$ cat src/rtl/fact_pkg.sv
// fact_pkg: controller/datapath select encodings shared by the factorial controller and datapath.
package fact_pkg;
  localparam logic [1:0] WA_HOLD = 2'b00;
  localparam logic [1:0] WA_DEC  = 2'b01;
  localparam logic [1:0] WA_LOAD = 2'b10;
  localparam logic [1:0] WB_INIT = 2'b00;
  localparam logic [1:0] WB_MUL  = 2'b01;
  localparam logic [1:0] WB_HOLD = 2'b10;
endpackage

$ cat src/rtl/fact_mul.sv
// fact_mul: combinational ACC_W x N_W multiplier with full-width product.
module fact_mul #(
  parameter int ACC_W = 32,
  parameter int N_W   = 4
) (
  input  logic [ACC_W-1:0]     a,
  input  logic [N_W-1:0]       b,
  output logic [ACC_W+N_W-1:0] p
);
  assign p = {{N_W{1'b0}}, a} * {{ACC_W{1'b0}}, b};
endmodule

$ cat src/rtl/fact_datapath.sv
// fact_datapath: factorial counter/accumulator datapath with a registered valid/ready result.
// Define FACT_OVF_EN to add the sticky ovf output.
module fact_datapath
  import fact_pkg::*;
#(
  parameter int N_W   = 4,
  parameter int ACC_W = 32
) (
  input  logic             clk,
  input  logic             rst,
  input  logic [N_W-1:0]   n_in,
  input  logic [1:0]       wa,
  input  logic [1:0]       wb,
  input  logic             done,
  output logic             z_out,
  output logic [ACC_W-1:0] res,
  output logic             res_valid,
`ifdef FACT_OVF_EN
  output logic             ovf,
`endif
  input  logic             res_ready
);
  logic [N_W-1:0]       cnt_q, cnt_d, m;
  logic [ACC_W-1:0]     acc_q, acc_d, res_q, res_d;
  logic                 done_q, res_valid_q, res_valid_d, cap;
  logic [ACC_W+N_W-1:0] prod;
  // cnt==0 multiplies by one so that 0! comes out as 1
  assign m     = (cnt_q == '0) ? N_W'(1) : cnt_q;
  assign z_out = cnt_q <= N_W'(1);
  fact_mul #(.ACC_W(ACC_W), .N_W(N_W)) u_mul (.a(acc_q), .b(m), .p(prod));
  always_comb begin
    cnt_d       = (wa == WA_LOAD) ? n_in :
                  (wa == WA_DEC)  ? ((cnt_q == '0) ? cnt_q : cnt_q - N_W'(1)) : cnt_q;
    acc_d       = (wb == WB_INIT) ? ACC_W'(1) :
                  (wb == WB_MUL)  ? prod[ACC_W-1:0] : acc_q;
    cap         = done & ~done_q;
    res_d       = cap ? acc_q : res_q;
    res_valid_d = cap | (res_valid_q & ~res_ready);
  end
  always_ff @(posedge clk or negedge rst) begin
    if (!rst) begin
      cnt_q       <= '0;
      acc_q       <= ACC_W'(1);
      done_q      <= 1'b0;
      res_q       <= '0;
      res_valid_q <= 1'b0;
    end else begin
      cnt_q       <= cnt_d;
      acc_q       <= acc_d;
      done_q      <= done;
      res_q       <= res_d;
      res_valid_q <= res_valid_d;
    end
  end
  assign res       = res_q;
  assign res_valid = res_valid_q;
`ifdef FACT_OVF_EN
  logic ovf_q, ovf_d;
  always_comb begin
    ovf_d = (wb == WB_INIT) ? 1'b0 :
            (wb == WB_MUL)  ? (ovf_q | (|prod[ACC_W+N_W-1:ACC_W])) : ovf_q;
  end
  always_ff @(posedge clk or negedge rst) begin
    if (!rst) ovf_q <= 1'b0;
    else      ovf_q <= ovf_d;
  end
  assign ovf = ovf_q;
`else
  logic prod_hi_unused;
  assign prod_hi_unused = |prod[ACC_W+N_W-1:ACC_W];
`endif
endmodule

$ cat config.mk
export PLATFORM = sky130hd
export DESIGN_NAME = fact_datapath
export DESIGN_NICKNAME = d
export VERILOG_FILES = /design/src/rtl/fact_pkg.sv /design/src/rtl/fact_mul.sv /design/src/rtl/fact_datapath.sv
export SDC_FILE = /design/constraint.sdc
export NUM_CORES = 1
export LEC_CHECK = 0
export CAP_MARGIN = 20
export CORE_ASPECT_RATIO = 0.5
export CORE_MARGIN = 5
export CORE_UTILIZATION = 36
export DETAILED_ROUTE_END_ITERATION = 8
export GPL_TIMING_DRIVEN = 0
export MAX_ROUTING_LAYER = met4
export PLACE_DENSITY = 0.56
export SYNTH_ARGS = -nofsm -noshare
export SYNTH_HDL_FRONTEND = slang
export SYNTH_SLANG_ARGS = --single-unit
$ cat constraint.sdc
create_clock -name clk -period 6.6 [get_ports clk]
set_input_delay 1.32 -clock clk [delete_from_list [all_inputs] [get_ports clk]]
set_output_delay 1.32 -clock clk [all_outputs]
set_load 0.01 [all_outputs]
==> metrics.txt, run 1 <==
# TYPE chip_impl_metric gauge
chip_impl_metric{name="post_cts_hold_buffer_count",unit=""} 0
chip_impl_metric{name="die_w",unit="um"} 204
chip_impl_metric{name="floorplan.die_area",unit="um2"} 21700
chip_impl_metric{name="synthArstFlopShare",unit="%"} 100
chip_impl_metric{name="io_buffers",unit=""} 43
chip_impl_info{name="critical_path.startpoint_type",value="flop"} 1
chip_impl_info{name="critical_path.slowest_cell",value="sky130_fd_sc_hd__nor3b_1"} 1
chip_impl_metric{name="drt-vias-per-instance",unit=""} 5.14
chip_impl_metric{name="post_layout_inst_area",unit="um2"} 7830
chip_impl_info{name="outcome",value="finished, final reports clean"} 1
chip_impl_metric{name="global_router_s_overall_resource_usage",unit="%"} 17.5
chip_impl_info{name="tritoncts",value="built"} 1
chip_impl_info{name="holdCritPathClass",value="reg2reg"} 1
chip_impl_info{name="worst_setup_path_end_kind",value="flop"} 1
chip_impl_metric{name="die_y",unit="um"} 107
chip_impl_metric{name="worst_ep_required_time",unit="ns"} 6.79
chip_impl_metric{name="core.rowCount",unit=""} 35
chip_impl_metric{name="dpl_cell_area",unit="um2"} 7500
chip_impl_metric{name="grt_start_max_net_pins",unit=""} 55
chip_impl_metric{name="ctsResizeCount",unit=""} 0
chip_impl_metric{name="drt_first_pass_iters",unit=""} 6
chip_impl_metric{name="dp.final_hpwl",unit="mm"} 13.4
chip_impl_metric{name="critPathMaxStageDelay",unit="ns"} 0.55
chip_impl_metric{name="antenna_viol_nets_final",unit=""} 0
chip_impl_info{name="critical_path.cell_chain",value="inv_1 -> ha_1 -> nor3b_1 -> nor2_1 -> clkbuf_1 -> and2_1 -> fa_1 -> inv_1 -> fa_1 -> inv_1 -> ha_1 -> o21ai_0 -> o21ai_0 -> a21oi_1 -> o211ai_1 -> a41oi_1 -> xor2_1 -> o21ai_0"} 1
chip_impl_info{name="clock-root-buffer",value="sky130_fd_sc_hd__clkbuf_16"} 1
chip_impl_metric{name="gp_routability_congestion",unit=""} 0.882
chip_impl_metric{name="clock_tree.htree_level_count",unit=""} 3
chip_impl_metric{name="max_clock_freq",unit="GHz"} 0.179
chip_impl_metric{name="power-per-cell-area",unit="nW/um2"} 259
chip_impl_metric{name="wl_per_cell",unit="um"} 16.6
chip_impl_metric{name="p_total",unit="W"} 0.00203
chip_impl_info{name="synth_ff_type",value="sky130_fd_sc_hd__dfrtp_1"} 1
chip_impl_metric{name="critical_path_peak_fanout",unit=""} 10
chip_impl_metric{name="synth_cell_type_count",unit=""} 62
chip_impl_metric{name="setup_total_neg_slack",unit="ns"} 0
chip_impl_metric{name="vdd_drop_max",unit="mV"} 0.204
chip_impl_info{name="yosysMostFrequentCell",value="sky130_fd_sc_hd__inv_1"} 1
chip_impl_metric{name="dr_total_vias",unit=""} 5488
chip_impl_metric{name="syn2layout_area_growth",unit="%"} 16.2
chip_impl_metric{name="setup_violations",unit=""} 0
chip_impl_metric{name="total_leakage_power",unit="nW"} 3.76
chip_impl_metric{name="drv_cap",unit=""} 0
chip_impl_metric{name="min_period_over_period",unit="%"} 84.8
chip_impl_metric{name="measured_slew_at_the_worst_slew_check_pin",unit="ns"} 0.764
chip_impl_metric{name="finalClockSkew",unit="ns"} 0.00709
chip_impl_metric{name="fin_nets",unit=""} 926
chip_impl_metric{name="finalHoldWorstSlack",unit="ns"} 0.503
chip_impl_metric{name="synth.yosys.warnings",unit=""} 0
chip_impl_metric{name="postSynthNetCount",unit=""} 871
chip_impl_info{name="synth.largest_area_cell",value="sky130_fd_sc_hd__dfrtp_1"} 1
chip_impl_metric{name="post-route-drc-count",unit=""} 0
chip_impl_metric{name="postSynthAreaPerCell",unit="um2"} 8.79
chip_impl_metric{name="syn-cell-area",unit="um2"} 6740
chip_impl_metric{name="critical_path_arrival",unit="ns"} 5.79
chip_impl_info{name="criticalPathCategory",value="reg2reg"} 1
chip_impl_metric{name="hold_violations",unit=""} 0
chip_impl_metric{name="fp.coreArea",unit="um2"} 18400
chip_impl_metric{name="detail_route.iter0.violations",unit=""} 319
chip_impl_metric{name="final_core_utilization",unit="%"} 42.6
chip_impl_metric{name="clock_latency",unit="ns"} 0.34
chip_impl_metric{name="antenna_found_initial",unit=""} 0
chip_impl_metric{name="grt_overflow",unit=""} 0
chip_impl_metric{name="clock-sinks",unit=""} 70
chip_impl_metric{name="ios",unit=""} 46
chip_impl_metric{name="max-clock-path-buffers",unit=""} 2
chip_impl_info{name="rsz0062_at_grt",value="false"} 1
chip_impl_metric{name="timing.max_slew.rel_slack",unit="%"} 49.1
chip_impl_metric{name="routed_wirelength",unit="mm"} 17.8
chip_impl_metric{name="synth-seq-area-share",unit="%"} 26.0
chip_impl_metric{name="share_of_layout_cells_above_drive_strength_1",unit="%"} 8.22
chip_impl_metric{name="count_of_flip_flops_with_a_built_in_enable_after_synthesis",unit=""} 0
chip_impl_metric{name="clk_transition_reported_paths",unit="ns"} 0.06
chip_impl_info{name="synth.top_cells.by_count",value="125 x sky130_fd_sc_hd__inv_1, 90 x sky130_fd_sc_hd__nand2_1, 88 x sky130_fd_sc_hd__and2_1"} 1
chip_impl_metric{name="ys_seq_elements",unit=""} 70
chip_impl_metric{name="grt_pass1_wl",unit="mm"} 29.5
chip_impl_metric{name="finalMaxSlewViolations",unit=""} 0
chip_impl_metric{name="netlist_instances",unit=""} 767
chip_impl_metric{name="timing.final.crit_period",unit="ns"} 5.60
chip_impl_metric{name="via_count_of_the_first_global_routing_pass",unit=""} 5417
chip_impl_metric{name="area_fraction_of_the_dominant_cell_type_after_synthesis",unit="%"} 25.6
chip_impl_metric{name="start_util",unit="%"} 36.7
chip_impl_metric{name="post-cts-setup-buffers",unit=""} 0
chip_impl_metric{name="cts-buffers-inserted",unit=""} 9
chip_impl_info{name="synth_area_leaders",value="sky130_fd_sc_hd__dfrtp_1 26%, sky130_fd_sc_hd__fa_1 17%, sky130_fd_sc_hd__and2_1 8.2%"} 1
final cells by class:
| class | instances | area (um2) |
|---|---|---|
| plain buffers | 32 | 140 |
| repair buffers | 44 | 455 |
| fillers | 1852 | 10600 |
| multi-input cells | 540 | 4380 |
| inverters | 125 | 469 |
| clock buffers | 11 | 253 |
| well taps | 240 | 300 |
| clock inverters | 5 | 81.3 |
| flip-flops and latches | 70 | 1750 |
| diodes | 1 | 2.50 |
critical path: cells and delay by family, from the launching register on:
family | cells | cell delay [ns]
AOI/OAI and AO/OA | 6 | 1.75
xor gates and xnor gates | 1 | 0.16
adders and majority gates | 4 | 1.55
buffers and inverters | 4 | 0.51
DFF | 1 | 0.44
and+or+nand+nor | 3 | 1.02
sequential cells by signal (all words and copies together), names as in the netlist:
register	cells
acc_q	32
cnt_q	4
done_q	1
res	32
res_valid	1
cell usage in the layout (no fill, tap or decap), types with 5 or more instances in the layout:
cell type / count
sky130_fd_sc_hd__nor2_1: 28
sky130_fd_sc_hd__and2_1: 88
sky130_fd_sc_hd__o31ai_1: 7
sky130_fd_sc_hd__nor3_1: 8
sky130_fd_sc_hd__nand3_1: 5
sky130_fd_sc_hd__xnor2_1: 13
sky130_fd_sc_hd__fa_1: 57
sky130_fd_sc_hd__ha_1: 35
sky130_fd_sc_hd__o21ai_0: 41
sky130_fd_sc_hd__xor2_1: 7
sky130_fd_sc_hd__mux2_2: 32
sky130_fd_sc_hd__dfrtp_1: 69
sky130_fd_sc_hd__clkdlybuf4s50_1: 42
sky130_fd_sc_hd__nand2_1: 90
sky130_fd_sc_hd__clkbuf_16: 9
sky130_fd_sc_hd__clkbuf_1: 28
sky130_fd_sc_hd__o211ai_1: 7
sky130_fd_sc_hd__nand2b_1: 5
sky130_fd_sc_hd__inv_1: 125
sky130_fd_sc_hd__a21oi_1: 29
sky130_fd_sc_hd__a211oi_1: 6
sky130_fd_sc_hd__a21o_1: 13
layer usage:
| layer | global-route usage [%] | wire length, um |
|---|---|---|
| met1 | 25.3 | 9030 |
| met2 | 26.9 | 8020 |
| met3 | 2.18 | 524 |
| met4 | 3.13 | 176 |
| met5 | - | 0 |
cells by family after synthesis:
group           Yosys count  synth area share [%]
compound gates          144                  14.1
xor+xnor                 20                  2.60
fa+ha+maj                92                  23.4
buf+inv                 157                  9.04
flops                    70                  26.0
mux                      32                  5.35
simple gates            252                  19.5
path summary, 6_finish.rpt:
check / depth (start not counted) / slack (ns) / to / startpoint
max: 18 / 1.00 / acc_q[27] / cnt_q[0]
max reg2reg: 18 / 1.00 / acc_q[27] / cnt_q[0]
min reg2reg: 1 / 0.50 / res[12] / res[12]
min: 1 / 0.50 / res[12] / res[12]
min in group asynchronous: 1 / 0.86 / cnt_q[2] / rst
max in group asynchronous: 2 / 5.12 / acc_q[0] / rst
power by group:
part	switching, W	total [W]	internal, W
registers	0.000105	0.000621	0.000516
logic	0.000516	0.000846	0.000330
clock network	0.000208	0.000560	0.000352
total	0.000829	0.00203	0.00120
stage by stage:
step | worst slack [ns] | std cells
detailed placement | 1.21 | 1051
CTS | 1.15 | 1067
global placement | 1.20 | 1050
finish | 1.00 | 1068
floorplan | 1.96 | 767
global route | 0.563 | 1067
Note: power is estimated with default switching activity, not from simulation.
==> inputs of run 2 (changes only) <==
Settings changed: PLACE_DENSITY 0.56 to 0.58.
Clock period 6.6 ns to 5 ns, I/O delays scaled along.
==> run 2 against run 1 <==
Combinational power is 34% higher. Non-clock buffer count is 5 higher. Critical path depth is 1 higher. Wire length is 3.0% lower. Setup slack worse by 0.78 ns. Maximum frequency is 17% higher. Power is 35% higher. Register-to-register slack worse by 0.78 ns. First-iteration DRC count is 22% lower. Critical endpoint is now acc_q[30].
==> metrics.txt, run 2 (synthesis results as in run 1) <==
# TYPE chip_impl_metric gauge
chip_impl_info{name="tritoncts",value="built"} 1
chip_impl_metric{name="dp.final_hpwl",unit="mm"} 13.1
chip_impl_metric{name="routed_wirelength",unit="mm"} 17.2
chip_impl_metric{name="post_cts_hold_buffer_count",unit=""} 0
chip_impl_info{name="criticalPathCategory",value="reg2reg"} 1
chip_impl_metric{name="pre_cts_ws",unit="ns"} -0.438
chip_impl_metric{name="p_total",unit="W"} 0.00274
chip_impl_metric{name="drt-vias-per-instance",unit=""} 5.06
chip_impl_metric{name="setup_total_neg_slack",unit="ns"} 0
chip_impl_metric{name="total_leakage_power",unit="nW"} 3.82
chip_impl_metric{name="clk_transition_reported_paths",unit="ns"} 0.06
chip_impl_metric{name="detail_route.iter0.violations",unit=""} 249
chip_impl_info{name="outcome",value="finished, final reports clean"} 1
chip_impl_metric{name="via_count_of_the_first_global_routing_pass",unit=""} 5450
chip_impl_metric{name="floorplan.die_area",unit="um2"} 21700
chip_impl_metric{name="antenna_found_initial",unit=""} 0
chip_impl_metric{name="critical_path_arrival",unit="ns"} 4.99
chip_impl_metric{name="clock-sinks",unit=""} 70
chip_impl_metric{name="measured_slew_at_the_worst_slew_check_pin",unit="ns"} 0.875
chip_impl_metric{name="vdd_drop_max",unit="mV"} 0.203
chip_impl_metric{name="start_util",unit="%"} 36.7
chip_impl_metric{name="grt_pass1_wl",unit="mm"} 28.9
chip_impl_metric{name="global_router_s_overall_resource_usage",unit="%"} 16.9
chip_impl_metric{name="hold_violations",unit=""} 0
chip_impl_info{name="critical_path.startpoint_type",value="flop"} 1
chip_impl_metric{name="max_clock_freq",unit="GHz"} 0.209
chip_impl_metric{name="wl_per_cell",unit="um"} 16.1
chip_impl_metric{name="final_critical_path_setup_slack",unit="ns"} 0.219
chip_impl_info{name="holdCritPathClass",value="reg2reg"} 1
chip_impl_metric{name="finalClockSkew",unit="ns"} 0.0118
chip_impl_metric{name="die_y",unit="um"} 107
chip_impl_metric{name="drv_cap",unit=""} 0
chip_impl_metric{name="cts-buffers-inserted",unit=""} 9
chip_impl_metric{name="clock_latency",unit="ns"} 0.34
chip_impl_metric{name="timing.max_slew.rel_slack",unit="%"} 41.7
chip_impl_metric{name="timing.final.crit_period",unit="ns"} 4.78
chip_impl_metric{name="io_buffers",unit=""} 43
chip_impl_metric{name="ios",unit=""} 46
chip_impl_metric{name="setup_violations",unit=""} 0
chip_impl_metric{name="min_period_over_period",unit="%"} 95.6
chip_impl_metric{name="fp.coreArea",unit="um2"} 18400
chip_impl_metric{name="dr_total_vias",unit=""} 5426
chip_impl_info{name="most-common-layout-cells",value="125 x sky130_fd_sc_hd__inv_1, 90 x sky130_fd_sc_hd__nand2_1, 88 x sky130_fd_sc_hd__and2_1, 68 x sky130_fd_sc_hd__dfrtp_1, 57 x sky130_fd_sc_hd__fa_1"} 1
chip_impl_metric{name="post-route-drc-count",unit=""} 0
chip_impl_metric{name="antennaDiodeCount",unit=""} 0
chip_impl_metric{name="finalMaxSlewViolations",unit=""} 0
chip_impl_info{name="clock-root-buffer",value="sky130_fd_sc_hd__clkbuf_16"} 1
chip_impl_metric{name="grt_start_max_net_pins",unit=""} 55
chip_impl_metric{name="clock_tree.htree_level_count",unit=""} 3
chip_impl_metric{name="share_of_layout_cells_above_drive_strength_1",unit="%"} 9.98
chip_impl_metric{name="critical_path_peak_fanout",unit=""} 10
chip_impl_metric{name="gp_routability_congestion",unit=""} 0.886
chip_impl_metric{name="core.rowCount",unit=""} 35
chip_impl_info{name="rsz0062_at_grt",value="false"} 1
chip_impl_metric{name="fin_nets",unit=""} 931
chip_impl_metric{name="drt_first_pass_iters",unit=""} 5
chip_impl_info{name="most_common_cell_after_layout_fill_and_taps_aside",value="sky130_fd_sc_hd__inv_1"} 1
chip_impl_metric{name="max-clock-path-buffers",unit=""} 2
chip_impl_metric{name="syn2layout_area_growth",unit="%"} 17.6
chip_impl_metric{name="worst_ep_required_time",unit="ns"} 5.21
chip_impl_metric{name="grt_overflow",unit=""} 0
chip_impl_metric{name="antenna_viol_nets_final",unit=""} 0
chip_impl_info{name="worst_setup_path_end_kind",value="flop"} 1
chip_impl_metric{name="die_w",unit="um"} 204
chip_impl_metric{name="power-per-cell-area",unit="nW/um2"} 345
-- run 2: changes by cell type in the layout (fill, tap and decap cells not counted), moves of 2 or more --
cell                       before  now
sky130_fd_sc_hd__o21ai_0       41   37
sky130_fd_sc_hd__o21ai_1        0    4
sky130_fd_sc_hd__buf_2          2    4
sky130_fd_sc_hd__buf_4          1    6
sky130_fd_sc_hd__clkbuf_1      28   25
sky130_fd_sc_hd__a211oi_1       6    4
sky130_fd_sc_hd__clkbuf_2       0    2
sky130_fd_sc_hd__a211oi_2       0    2
-- run 2: final timing paths --
check / startpoint / to / slack [ns] / cells after the start
max: cnt_q[0] / acc_q[30] / 0.22 / 19
min: res[3] / res[3] / 0.50 / 1
max reg2reg: cnt_q[0] / acc_q[30] / 0.22 / 19
min reg2reg: res[3] / res[3] / 0.50 / 1
max in group asynchronous: rst / acc_q[0] / 3.85 / 2
min in group asynchronous: rst / res[25] / 0.54 / 1
-- run 2: critical path, cell delays in order, from the launching register on --
cell and delay (ns):
sky130_fd_sc_hd__dfrtp_2 0.45, sky130_fd_sc_hd__inv_1 0.09, sky130_fd_sc_hd__ha_2 0.21, sky130_fd_sc_hd__nor3b_4 0.20
sky130_fd_sc_hd__nor2_1 0.11, sky130_fd_sc_hd__buf_2 0.21, sky130_fd_sc_hd__and2_1 0.19, sky130_fd_sc_hd__fa_1 0.47
sky130_fd_sc_hd__inv_1 0.05, sky130_fd_sc_hd__fa_1 0.53, sky130_fd_sc_hd__inv_1 0.04, sky130_fd_sc_hd__ha_1 0.26
sky130_fd_sc_hd__buf_2 0.18, sky130_fd_sc_hd__and4_2 0.25, sky130_fd_sc_hd__nand2_1 0.09, sky130_fd_sc_hd__o211a_1 0.25
sky130_fd_sc_hd__o211a_1 0.21, sky130_fd_sc_hd__o41a_1 0.20, sky130_fd_sc_hd__o2111a_1 0.28, sky130_fd_sc_hd__or3_1 0.36
-- run 2: report_power, final --
part | internal, W | leakage [nW] | switching, W
registers | 0.000682 | 0.955 | 0.000140
clock network | 0.000516 | 0.170 | 0.000265
logic | 0.000459 | 2.69 | 0.000674
-- run 2: metal layers --
| layer | vias to the layer above | part of all wire, % | GRT usage, % |
|---|---|---|---|
| met1 | 2703 | 50 | 24.0 |
| met5 | - | 0 | - |
| met2 | 94 | 44 | 25.9 |
| met4 | 0 | 1.5 | 3.66 |
| li1 | 2611 | - | - |
| met3 | 18 | 4.2 | 2.51 |
-- run 2: stage by stage --
stage	cell area (um2)	std cells	hold WS (ns)	util, %
6_report	7930	1072	0.505	43.1
5_1_grt	7930	1072	0.510	43.1
4_1_cts	7890	1070	0.505	42.9
3_5_place_dp	7500	1051	0.493	40.8
3_3_place_gp	7470	1050	0.486	40.6
2_1_floorplan	6740	767	0.489	-
-- run 2: layout make-up --
cell class / count / area, um2
timing repair buffer: 49 / 493
clock buffer: 13 / 260
buffer: 32 / 149
fill: 1832 / 10500
tap: 240 / 300
clock inverter: 3 / 90.1
inverter: 125 / 469
sequential: 70 / 1750
multi-input combinational: 540 / 4410
-- run 2: repair_timing --
action,in CTS,in global routing
buffers inserted,3,2
setup endpoints to repair,19,12
gates resized for setup,6,17
cloned,0,0
pin swaps,1,4
==> inputs of run 3 (changes only) <==
==> constraint.sdc (replaced) <==
create_clock -name clk -period 5 [get_ports clk]
set_input_delay 0.75 -clock clk [delete_from_list [all_inputs] [get_ports clk]]
set_output_delay 0.75 -clock clk [all_outputs]
set_load 0.01 [all_outputs]
==> results of run 3 <==
Same layout as run 2 (identical final DEF). Status: finished, final reports clean.
Main changes from that run: clock-pin slew on the worst setup and hold paths 0.06 ns -> 0.07 ns; hold slack 0.505 ns -> 0.286 ns
